[src/rtl/xvc_jtag_shifter.sv]
// xvc_jtag_shifter: JTAG back-end for one XVC "shift:" command.
// Takes TMS/TDI byte pairs, bit-bangs TCK/TMS/TDI with a programmable
// half period and returns the captured TDO bits one byte at a time.
module xvc_jtag_shifter #(
    parameter int CNT_W = 32,
    parameter int HP_W  = 16
) (
    input  logic             clock,
    input  logic             reset,
    input  logic             cmd_valid,
    output logic             cmd_ready,
    input  logic [CNT_W-1:0] cmd_num_bits,
    input  logic [HP_W-1:0]  cmd_half_period,
    input  logic             word_valid,
    output logic             word_ready,
    input  logic [7:0]       word_tms,
    input  logic [7:0]       word_tdi,
    output logic             out_valid,
    input  logic             out_ready,
    output logic [7:0]       out_tdo,
    output logic             done,
    output logic             jtag_tck,
    output logic             jtag_tms,
    output logic             jtag_tdi,
    input  logic             jtag_tdo
);

    typedef enum logic [2:0] {
        S_IDLE,
        S_FETCH,
        S_LOW,
        S_HIGH,
        S_EMIT,
        S_FIN
    } state_t;

    state_t           state;
    state_t           next_state;

    logic [CNT_W-1:0] remaining;   // bits still to be clocked out
    logic [HP_W-1:0]  half;        // latched half period, never 0
    logic [HP_W-1:0]  hcnt;        // cycles left in the current TCK phase
    logic [7:0]       tms_sr;
    logic [7:0]       tdi_sr;
    logic [7:0]       tdo_sr;
    logic [2:0]       bit_idx;     // bit position within the current byte
    logic [3:0]       bits_left;   // bits left in the current byte
    logic             tck_q;
    logic             tms_q;
    logic             tdi_q;
    logic             done_q;

    logic             phase_end;

    assign phase_end  = (hcnt == '0);

    assign cmd_ready  = (state == S_IDLE);
    assign word_ready = (state == S_FETCH);
    assign out_valid  = (state == S_EMIT);
    assign out_tdo    = tdo_sr;
    assign done       = done_q;
    assign jtag_tck   = tck_q;
    assign jtag_tms   = tms_q;
    assign jtag_tdi   = tdi_q;

    // State register.
    // NOTE: all clocked state uses non-blocking assignments so every
    // register samples pre-edge values regardless of process ordering.
    always_ff @(posedge clock or posedge reset) begin
        if (reset) begin
            state <= S_IDLE;
        end else begin
            state <= next_state;
        end
    end

    // Next-state decode.
    // NOTE: next_state gets its default before the case so no path leaves
    // it unassigned, which would otherwise infer a latch.
    always_comb begin
        next_state = state;
        case (state)
            S_IDLE: begin
                if (cmd_valid) begin
                    next_state = (cmd_num_bits == '0) ? S_FIN : S_FETCH;
                end
            end
            S_FETCH: begin
                if (word_valid) begin
                    next_state = S_LOW;
                end
            end
            S_LOW: begin
                if (phase_end) begin
                    next_state = S_HIGH;
                end
            end
            S_HIGH: begin
                if (phase_end) begin
                    next_state = (bits_left == 4'd1) ? S_EMIT : S_LOW;
                end
            end
            S_EMIT: begin
                if (out_ready) begin
                    next_state = (remaining == '0) ? S_FIN : S_FETCH;
                end
            end
            S_FIN: begin
                next_state = S_IDLE;
            end
            default: begin
                next_state = S_IDLE;
            end
        endcase
    end

    // Datapath: command latch, shift registers, phase timer and pin drivers.
    always_ff @(posedge clock or posedge reset) begin
        if (reset) begin
            remaining <= '0;
            half      <= '0;
            hcnt      <= '0;
            tms_sr    <= '0;
            tdi_sr    <= '0;
            tdo_sr    <= '0;
            bit_idx   <= '0;
            bits_left <= '0;
            tck_q     <= 1'b0;
            tms_q     <= 1'b0;
            tdi_q     <= 1'b0;
            done_q    <= 1'b0;
        end else begin
            // done is registered off FIN so it is a clean one-cycle pulse.
            done_q <= (state == S_FIN);
            case (state)
                S_IDLE: begin
                    if (cmd_valid) begin
                        remaining <= cmd_num_bits;
                        half      <= (cmd_half_period == '0) ? HP_W'(1) : cmd_half_period;
                    end
                end
                S_FETCH: begin
                    if (word_valid) begin
                        tms_sr    <= word_tms;
                        tdi_sr    <= word_tdi;
                        tdo_sr    <= '0;
                        bit_idx   <= '0;
                        bits_left <= (remaining >= CNT_W'(8)) ? 4'd8 : remaining[3:0];
                        // Entering LOW: present the first bit of the new byte.
                        tms_q     <= word_tms[0];
                        tdi_q     <= word_tdi[0];
                        hcnt      <= half - HP_W'(1);
                    end
                end
                S_LOW: begin
                    if (phase_end) begin
                        tck_q           <= 1'b1;
                        tdo_sr[bit_idx] <= jtag_tdo;
                        hcnt            <= half - HP_W'(1);
                    end else begin
                        hcnt <= hcnt - HP_W'(1);
                    end
                end
                S_HIGH: begin
                    if (phase_end) begin
                        tck_q     <= 1'b0;
                        tms_sr    <= tms_sr >> 1;
                        tdi_sr    <= tdi_sr >> 1;
                        remaining <= remaining - CNT_W'(1);
                        bit_idx   <= bit_idx + 3'd1;
                        bits_left <= bits_left - 4'd1;
                        hcnt      <= half - HP_W'(1);
                        // Only advance the pins when another LOW follows; at the
                        // end of a byte they hold their last value while stalled.
                        if (bits_left != 4'd1) begin
                            tms_q <= tms_sr[1];
                            tdi_q <= tdi_sr[1];
                        end
                    end else begin
                        hcnt <= hcnt - HP_W'(1);
                    end
                end
                default: begin
                end
            endcase
        end
    end

endmodule

[config.mk]
export PLATFORM = sky130hd
export DESIGN_NAME = xvc_jtag_shifter
export DESIGN_NICKNAME = d
export VERILOG_FILES = /design/src/rtl/xvc_jtag_shifter.sv
export SDC_FILE = /design/constraint.sdc
export NUM_CORES = 1
export LEC_CHECK = 0
export BUFFER_PORTS_ARGS = -buffer_cell sky130_fd_sc_hd__clkbuf_2
export CAP_MARGIN = 40
export CORE_ASPECT_RATIO = 1.25
export CORE_MARGIN = 10
export CORE_UTILIZATION = 62
export CTS_CLUSTER_DIAMETER = 200
export DETAILED_ROUTE_END_ITERATION = 8
export PLACE_DENSITY_LB_ADDON = 0.05
export SYNTH_ARGS = -nofsm -noshare
export SYNTH_HDL_FRONTEND = slang
export SYNTH_SLANG_ARGS = --single-unit
[constraint.sdc]
create_clock -name clock -period 8.2 [get_ports clock]
set_input_delay 0.82 -clock clock [delete_from_list [all_inputs] [get_ports clock]]
set_output_delay 0.82 -clock clock [all_outputs]
set_load 0.01 [all_outputs]
# Yosys cells after proc, flatten, opt, wreduce, memory -nomap -nowiden
# Index checks and enable logic that the tools add are counted.
# totals
regBits,102
latch_bits,0
ramBits,0
mem_bits_ro,0
in_bits,70
output_inout_bits,15
mem_count,0
# classes
addsub,5
mul,0
n_div,0
magnitude_cmp,3
n_eq_ne,13
shifts,0
muxes,46
bitwise,0
n_reduce_logical,20
# op_table
operator,n
logical NOT 32 bit,2
two-way mux 32 bit,2
case mux 32 bit (2 select lines),1
two-way mux 16 bit,3
two-way mux 8 bit,6
case mux 8 bit (2 select lines),3
">= comparator 32 x 4 -> 1 bit, second input constant",1
logical NOT 16 bit,2
case mux 16 bit (2 select lines),1
"subtractor 16 x 1 -> 16 bit, second input constant",2
"subtractor 32 x 1 -> 32 bit, second input constant",1
two-way mux 3 bit,10
case mux 3 bit (5 select lines),1
two-way mux 4 bit,3
AND reduction 3 bit,4
"inequality test 2 bit, second input constant",5
nonzero test 2 bit,5
two-way mux 1 bit,9
bitwise mux 8 bit,1
case mux 4 bit (2 select lines),1
"== test 3 x 2 -> 1 bit, second input constant",2
"== test 3 bit, second input constant",2
case mux 1 bit (2 select lines),3
case mux 3 bit (2 select lines),1
15 further kinds,16

# Longest topological paths before layout
# Gate-level depths: netlist (run 1).
# logic_depth
depth_word,7
ltp_mapped,10

# Least setup slack after synthesis (run 1)
# OpenSTA, ideal clock, no wires.
# synth_path
kind,reg2reg
start,register hcnt[0]
end,"register tdo_sr[4], in the netlist out_tdo[4]"
setup_ns,0.079
arrival_time_ns,2.571
t_required_ns,8.121
setup_slack_ns,5.550
stages_incl_launch_ff,10
synth_period_minus_slack_ns,2.650
path_cell_list,dfrtp_1 inv_1 ha_1 or3b_1 buf_2 or3_1 buf_2 or4_4 nor4b_4 mux2i_1
# synth_between
elab_chain_len,3
# synth_lines
item,line_no,rtl
from (decl),42,logic [HP_W-1:0] hcnt;
from (signal assigned),152,hcnt <= half - HP_W'(1);
from (signal assigned),159,hcnt <= half - HP_W'(1);
from (signal assigned),161,hcnt <= hcnt - HP_W'(1);
logical NOT 16 bit,55,assign phase_end = (hcnt == '0);
inequality test 2 bit (no source line),--,
AND reduction 3 bit (no source line),--,
"to (signal, indexed assignment)",158,tdo_sr[bit_idx] <= jtag_tdo;
to (decl),45,logic [7:0] tdo_sr;
# Every way passes these cells.
# A chain may end at the register's enable or synchronous reset.

# Worst setup path after layout (run 1)
# layout_path
start,register hcnt[0]
end,register remaining[31]
# layout_between
elab_chain_len,3
# layout_lines
item,line_no,rtl
logical NOT 16 bit,55,
inequality test 2 bit (no source line),--,
AND reduction 3 bit (no source line),--,
to (signal assigned),138,remaining <= cmd_num_bits;
to (signal assigned),169,remaining <= remaining - CNT_W'(1);
to (decl),40,logic [CNT_W-1:0] remaining;
# Every way passes these cells.

==> flow_metrics.py, run 1 <==
metrics = {
    "logic_synthesis": {
        "ys_types": 62,
        "synth_common_cells": "nand2_1 (121), dfrtp_1 (100), nor2_1 (52)",
        "synthesis.yosys.warnings": 0,
        "yosysMostFrequentCell": "nand2_1",
        "syn-cell-area_mm2": 0.00595,
        "async_flop_share": 1.00,
        "yosys_most_used_dff": "dfrtp_1",
        "yosysSeqAreaShare": 0.421,
        "syn_area_per_cell_um2": 8.28,
        "yosys_register_bits": 100,
        "ys_top_cells_by_area": "dfrtp_1 (42%), nand2_1 (7.6%), nor4_1 (4.1%)",
        "synth.top_cell.area_share": 0.421,
        "syn-num-nets": 795,
        "syn_inst": 719,
        "yosysTopAreaCell": "dfrtp_1",
        "synth_enable_flop_cells": 0,
    },
    "clocking": {
        "post_cts_resized": 0,
        "cts_sinks": 100,
        "path_clk_slew_ns": 0.07,
        "root_buffer": "clkbuf_16",
        "clockBufferDepth": 2,
        "numCtsBuffers": 9,
        "clock_latency_ns": 0.35,
        "cts_tree": "yes",
        "post_cts.repair.setup_buffers": 0,
        "cts_hold_buf": 0,
        "htreeDepth": 3,
    },
    "sta": {
        "finalSetupViolCount": 0,
        "worstMarginPinSlew_ns": 0.925,
        "fmax_mhz": 321,
        "fin_setup_tns_ns": 0,
        "hold_ws_ns": 0.453,
        "rsz0062_at_grt": "false",
        "maxSlewViolCount": 0,
        "hold_viol_final": 0,
        "min_period_ns": 3.11,
        "min_period_over_period": 0.380,
        "relSlewSlack": 0.381,
        "fin_worst_skew_ns": 0.00688,
    },
    "global_route": {
        "gr-usage-all-layers": 0.238,
        "grt_pass1_wl_um": 27400,
        "grt_max_degree": 73,
        "grt_overflow": 0,
        "grt_pass1_vias": 5651,
        "antenna_found_initial": 0,
    },
    "worst_setup_path": {
        "arrival_ns": 3.36,
        "worstPathCellList": "inv_1 -> ha_1 -> or3b_1 -> nor3_2 -> a21o_1 -> o221ai_1 -> a211oi_1",
        "cp_max_fo": 27,
        "cp_top_family": "compound AO/OA/AOI/OAI gates",
        "critPathMaxStageDelay_ns": 0.74,
        "critPathCaptureType": "register",
        "critPathRequiredTime_ns": 8.45,
        "r2r-start": "hcnt[0]",
        "cp_num_buf_inv": 1,
        "worst_setup_path_start_kind": "register",
        "path_class": "reg -> reg",
        "r2r_slack_ns": 5.09,
        "reg2regPathDepth": 7,
        "critPathSlowestCell": "a21o_1",
        "r2r-end": "remaining[31]",
    },
    "die": {
        "die_y_um": 130,
        "core_mm2": 0.00927,
        "start_util": 0.642,
        "ios": 85,
        "rows": 39,
        "die-area_mm2": 0.0139,
        "die_w_um": 108,
    },
    "routing": {
        "ant_nets": 0,
        "vias_per_cell": 6.37,
        "drt-total-wl_um": 16500,
        "drc_errors": 0,
        "dr.pass1.iters": 5,
        "wl_per_cell_um": 18.2,
        "vias": 5757,
        "dr.first_iter.drc_count": 345,
    },
    "outcome": {
        "status": "finished, final reports clean",
    },
    "pwr": {
        "ir_drop_mv": 0.189,
        "powerDensity_mw_per_mm2": 317,
        "power_leakage_nw": 2.83,
    },
    "final_layout": {
        "diodes": 0,
        "drive_above_1_share": 0.161,
        "fin_util": 0.729,
        "fillers": 711,
        "final_nets": 852,
        "fin_area_mm2": 0.00676,
        "area.growth.synth_to_final_pct": 13.6,
    },
    "place": {
        "globalplace.congestion": 0.901,
        "numPortBuffers": 84,
        "post-dp-hpwl_um": 11800,
        "place_area_mm2": 0.00642,
    },
    "flow_run": {
        "cap_violations": 0,
    },
    "min_path": {
        "min_path_type": "in -> async",
    },
}
-- worst register-to-register path: cells and delay by family (launching register included) --
| kind | cells | cell delay [ns] |
|---|---|---|
| fa+ha+maj | 1 | 0.20 |
| flops | 1 | 0.39 |
| buf+inv | 1 | 0.09 |
| compound gates | 3 | 1.30 |
| simple gates | 2 | 1.04 |
-- state kept, by name, summed over array words and instances (netlist names) --
name / flops
bits_left: 4
half: 16
tms_sr: 7
bit_idx: 3
jtag_tck: 1
jtag_tms: 1
jtag_tdi: 1
state: 3
remaining: 32
done: 1
tdi_sr: 7
out_tdo: 8
hcnt: 16
-- per-layer routing --
metal  vias up  part of all wire  global-route usage
met5         -                 0                   0
met2       181              0.52               0.404
met4         0             0.025              0.0898
met3        30             0.049              0.0481
li1       2770                 -                   -
met1      2776              0.41               0.290
-- final cells by class --
type / instances / area (µm²) / area share
Clock buffer: 11 / 243 / 0.0359
Clock inverter: 5 / 83.8 / 0.0124
Inverter: 17 / 65.1 / 0.00963
Multi-Input combinational cell: 556 / 3210 / 0.475
Sequential cell: 100 / 2500 / 0.370
Tap cell: 123 / 154 / 0.0228
Timing Repair Buffer: 92 / 500 / 0.0740
-- cell families (layout without fill, tap and decap cells) --
group           count (synthesis)  after routing  synth area share
buf+inv                        63            125            0.0408
xor+xnor                       12             12            0.0177
mux                            12             12            0.0206
fa+ha+maj                       6              6            0.0126
flops                         100            100             0.421
simple gates                  345            345             0.292
compound gates                181            181             0.196
-- cell usage in the layout (no fill, tap or decap), types with 9 or more instances in the layout --
master / count
nand2_1: 121
dfrtp_1: 100
clkbuf_2: 86
nor2_1: 52
o21ai_0: 44
nor3_1: 40
a21oi_1: 40
nor4_1: 39
nand3_1: 24
a31oi_1: 22
inv_1: 16
or3_1: 15
a22oi_1: 10
mux2i_1: 10
clkbuf_16: 9
-- how the worst max path moves through the flow --
| stage | to | startpoint | depth (start not counted) |
|---|---|---|---|
| 2_1_floorplan | bit_idx[0] | reset | 1 |
| 3_3_place_gp | remaining[24] | hcnt[0] | 7 |
| 3_5_place_dp | remaining[31] | hcnt[13] | 5 |
| 4_1_cts | remaining[31] | hcnt[13] | 5 |
| 5_1_grt | remaining[31] | hcnt[0] | 7 |
| 6_report | remaining[31] | hcnt[0] | 7 |
-- report_power, final --
group          switching (mW)  internal [mW]
clock                   0.194          0.277
combinational           0.417          0.310
sequential              0.244          0.698
-- stage by stage --
stage / power (mW) / setup WS, ns / cells
2_1_floorplan: 1.44 / 4.76 / 719
3_3_place_gp: 1.60 / 5.24 / 884
3_5_place_dp: 1.66 / 5.09 / 886
4_1_cts: 2.13 / 5.04 / 902
5_1_grt: 2.29 / 4.85 / 904
6_report: 2.14 / 5.09 / 904
Note: power is estimated with default switching activity, not from simulation.
==> run 2, diff against run 1 <==
--- a/config.mk
+++ b/config.mk
@@ -9,7 +9,7 @@
 export CAP_MARGIN = 40
 export CORE_ASPECT_RATIO = 1.25
 export CORE_MARGIN = 10
-export CORE_UTILIZATION = 62
+export CORE_UTILIZATION = 52
 export CTS_CLUSTER_DIAMETER = 200
 export DETAILED_ROUTE_END_ITERATION = 8
 export PLACE_DENSITY_LB_ADDON = 0.05
==> constraint.sdc (replaced) <==
create_clock -name clock -period 2.5 [get_ports clock]
set_input_delay 0.25 -clock clock [delete_from_list [all_inputs] [get_ports clock]]
set_output_delay 0.25 -clock clock [all_outputs]
set_load 0.01 [all_outputs]
==> flow_metrics.py, run 2 (same netlist as run 1, synthesis figures left out) <==
metrics = {
    "worst_setup_path": {
        "arrival_ns": 2.69,
        "critPathSlowestCell": "or4_4",
        "cp_num_buf_inv": 1,
        "cp_max_fo": 5,
        "cp_top_family": "simple AND/OR/NAND/NOR gates",
        "worst_setup_path_start_kind": "register",
        "path_class": "reg -> reg",
        "worstPathCellList": "inv_2 -> ha_4 -> or3b_4 -> or3_4 -> or4_4 -> nor4b_4 -> mux2i_1",
        "critPathCaptureType": "register",
        "critPathMaxStageDelay_ns": 0.55,
        "critPathRequiredTime_ns": 2.77,
    },
    "clocking": {
        "clock_latency_ns": 0.35,
        "path_clk_slew_ns": 0.07,
        "cts_tree": "yes",
        "htreeDepth": 3,
        "cts_sinks": 100,
        "root_buffer": "clkbuf_16",
        "numCtsBuffers": 9,
        "clockBufferDepth": 2,
    },
    "place": {
        "place_area_mm2": 0.00684,
        "globalplace.congestion": 0.906,
        "place_inst": 943,
        "dp_worst_setup_slack_ns": 0.00351,
        "numPortBuffers": 84,
        "post-dp-hpwl_um": 12600,
    },
    "sta": {
        "fmax_mhz": 413,
        "fin_setup_tns_ns": 0,
        "relSlewSlack": 0.552,
        "rsz0062_at_grt": "true",
        "min_period_over_period": 0.968,
        "worstMarginPinSlew_ns": 0.671,
        "finalSetupViolCount": 0,
        "fin_worst_skew_ns": 0.00429,
        "hold_viol_final": 0,
        "hold_ws_ns": 0.103,
        "min_period_ns": 2.42,
        "maxSlewViolCount": 0,
        "setup_slack_ns": 0.0791,
    },
    "routing": {
        "met1_length_um": 7090,
        "ant_nets": 0,
        "wl_per_cell_um": 17.9,
        "drc_errors": 0,
        "drt-total-wl_um": 17200,
        "vias_per_cell": 6.18,
        "met3WireLength_um": 788,
        "dr.pass1.iters": 5,
        "top_layer": "met4",
        "dr.first_iter.drc_count": 463,
        "met2_length_um": 8900,
        "vias": 5936,
    },
    "final_layout": {
        "fin_area_mm2": 0.00715,
        "reg.largest.list": "remaining x32, half x16, hcnt x16",
        "drive_above_1_share": 0.213,
        "largest-register": "remaining",
        "layout_common_cells": "nand2_1 (121), dfrtp_1 (100), clkbuf_2 (84)",
        "fin_cells": 961,
        "fillers": 958,
        "largest_reg_flops": 32,
        "diodes": 0,
        "final_nets": 897,
        "final_common_cell": "nand2_1",
        "area.growth.synth_to_final_pct": 20.2,
    },
    "global_route": {
        "grt_pass1_vias": 5978,
        "gr-usage-all-layers": 0.215,
        "grt_max_degree": 43,
        "antenna_found_initial": 0,
        "grt_pass1_wl_um": 28400,
        "grt_overflow": 0,
    },
    "min_path": {
        "min_path_type": "in -> reg",
    },
    "die": {
        "rows": 43,
        "die-area_mm2": 0.0161,
        "start_util": 0.534,
        "ios": 85,
        "core_mm2": 0.0111,
        "die_y_um": 140,
        "die_w_um": 116,
    },
    "outcome": {
        "status": "finished, final reports clean",
    },
    "pwr": {
        "ir_drop_mv": 0.462,
        "power_leakage_nw": 3.05,
        "powerDensity_mw_per_mm2": 990,
    },
    "flow_run": {
        "cap_violations": 0,
    },
}
==> run 2: changes by cell type in the layout (fill, tap and decap cells not counted), sizes merged <==
cell,before,now
inv,17,18
clkbuf,97,94
dlygate4sd3,0,1
buf,6,52
clkinv,1,3
bufinv,2,0
==> run 2: final timing paths <==
path / start / slack [ns] / endpoint / cells past startpoint
max: hcnt[1] / 0.08 / out_tdo[4] / 7
min in group asynchronous: reset / 0.53 / out_tdo[6] / 3
min reg2reg: hcnt[6] / 0.52 / hcnt[6] / 1
max in group asynchronous: reset / 1.36 / remaining[19] / 4
max reg2reg: hcnt[1] / 0.08 / out_tdo[4] / 7
min: word_tdi[7] / 0.10 / tdi_sr[7] / 3
==> run 2: metal layers <==
| layer | vias up | global-route usage |
|---|---|---|
| li1 | 2862 | - |
| met1 | 2852 | 0.256 |
| met2 | 187 | 0.369 |
| met3 | 35 | 0.0374 |
| met4 | 0 | 0.0891 |
| met5 | - | 0 |
==> run 2: cell type report <==
cell class	count	area, µm²	area share
tap	135	169	0.0236
clock buffer	10	239	0.0334
multi-input combinational	556	3230	0.452
inverter	17	67.6	0.00945
clock inverter	6	47.5	0.00665
sequential	100	2500	0.350
timing repair buffer	137	896	0.125
==> run 2: through the flow <==
step                 util  total power [mW]
floorplan               -              4.76
global placement    0.614              5.56
detailed placement  0.614              5.69
CTS                 0.642              7.09
global route        0.642              7.60
finish              0.642              7.08
==> run 2: worst register-to-register path: cells and delay by family, from the launching register on <==
kind	cells	cell delay, ns
buffers and inverters	1	0.09
DFF	1	0.40
adders and majority gates	1	0.14
muxes	1	0.21
and+or+nand+nor	4	1.51
==> run 2: timing repair <==
item,CTS,global route
buffers inserted,1,0
hold buffers,1,0
cloned,0,0
pin swaps,2,1
endpoints found under the setup margin,1,3
resized for setup,1,1
endpoints found under the hold margin,22,0
==> run 2: where the power goes <==
part	internal [mW]	switching, mW
Clock	0.712	0.648
Combinational	1.20	1.48
Sequential	2.29	0.750
Total	4.20	2.88
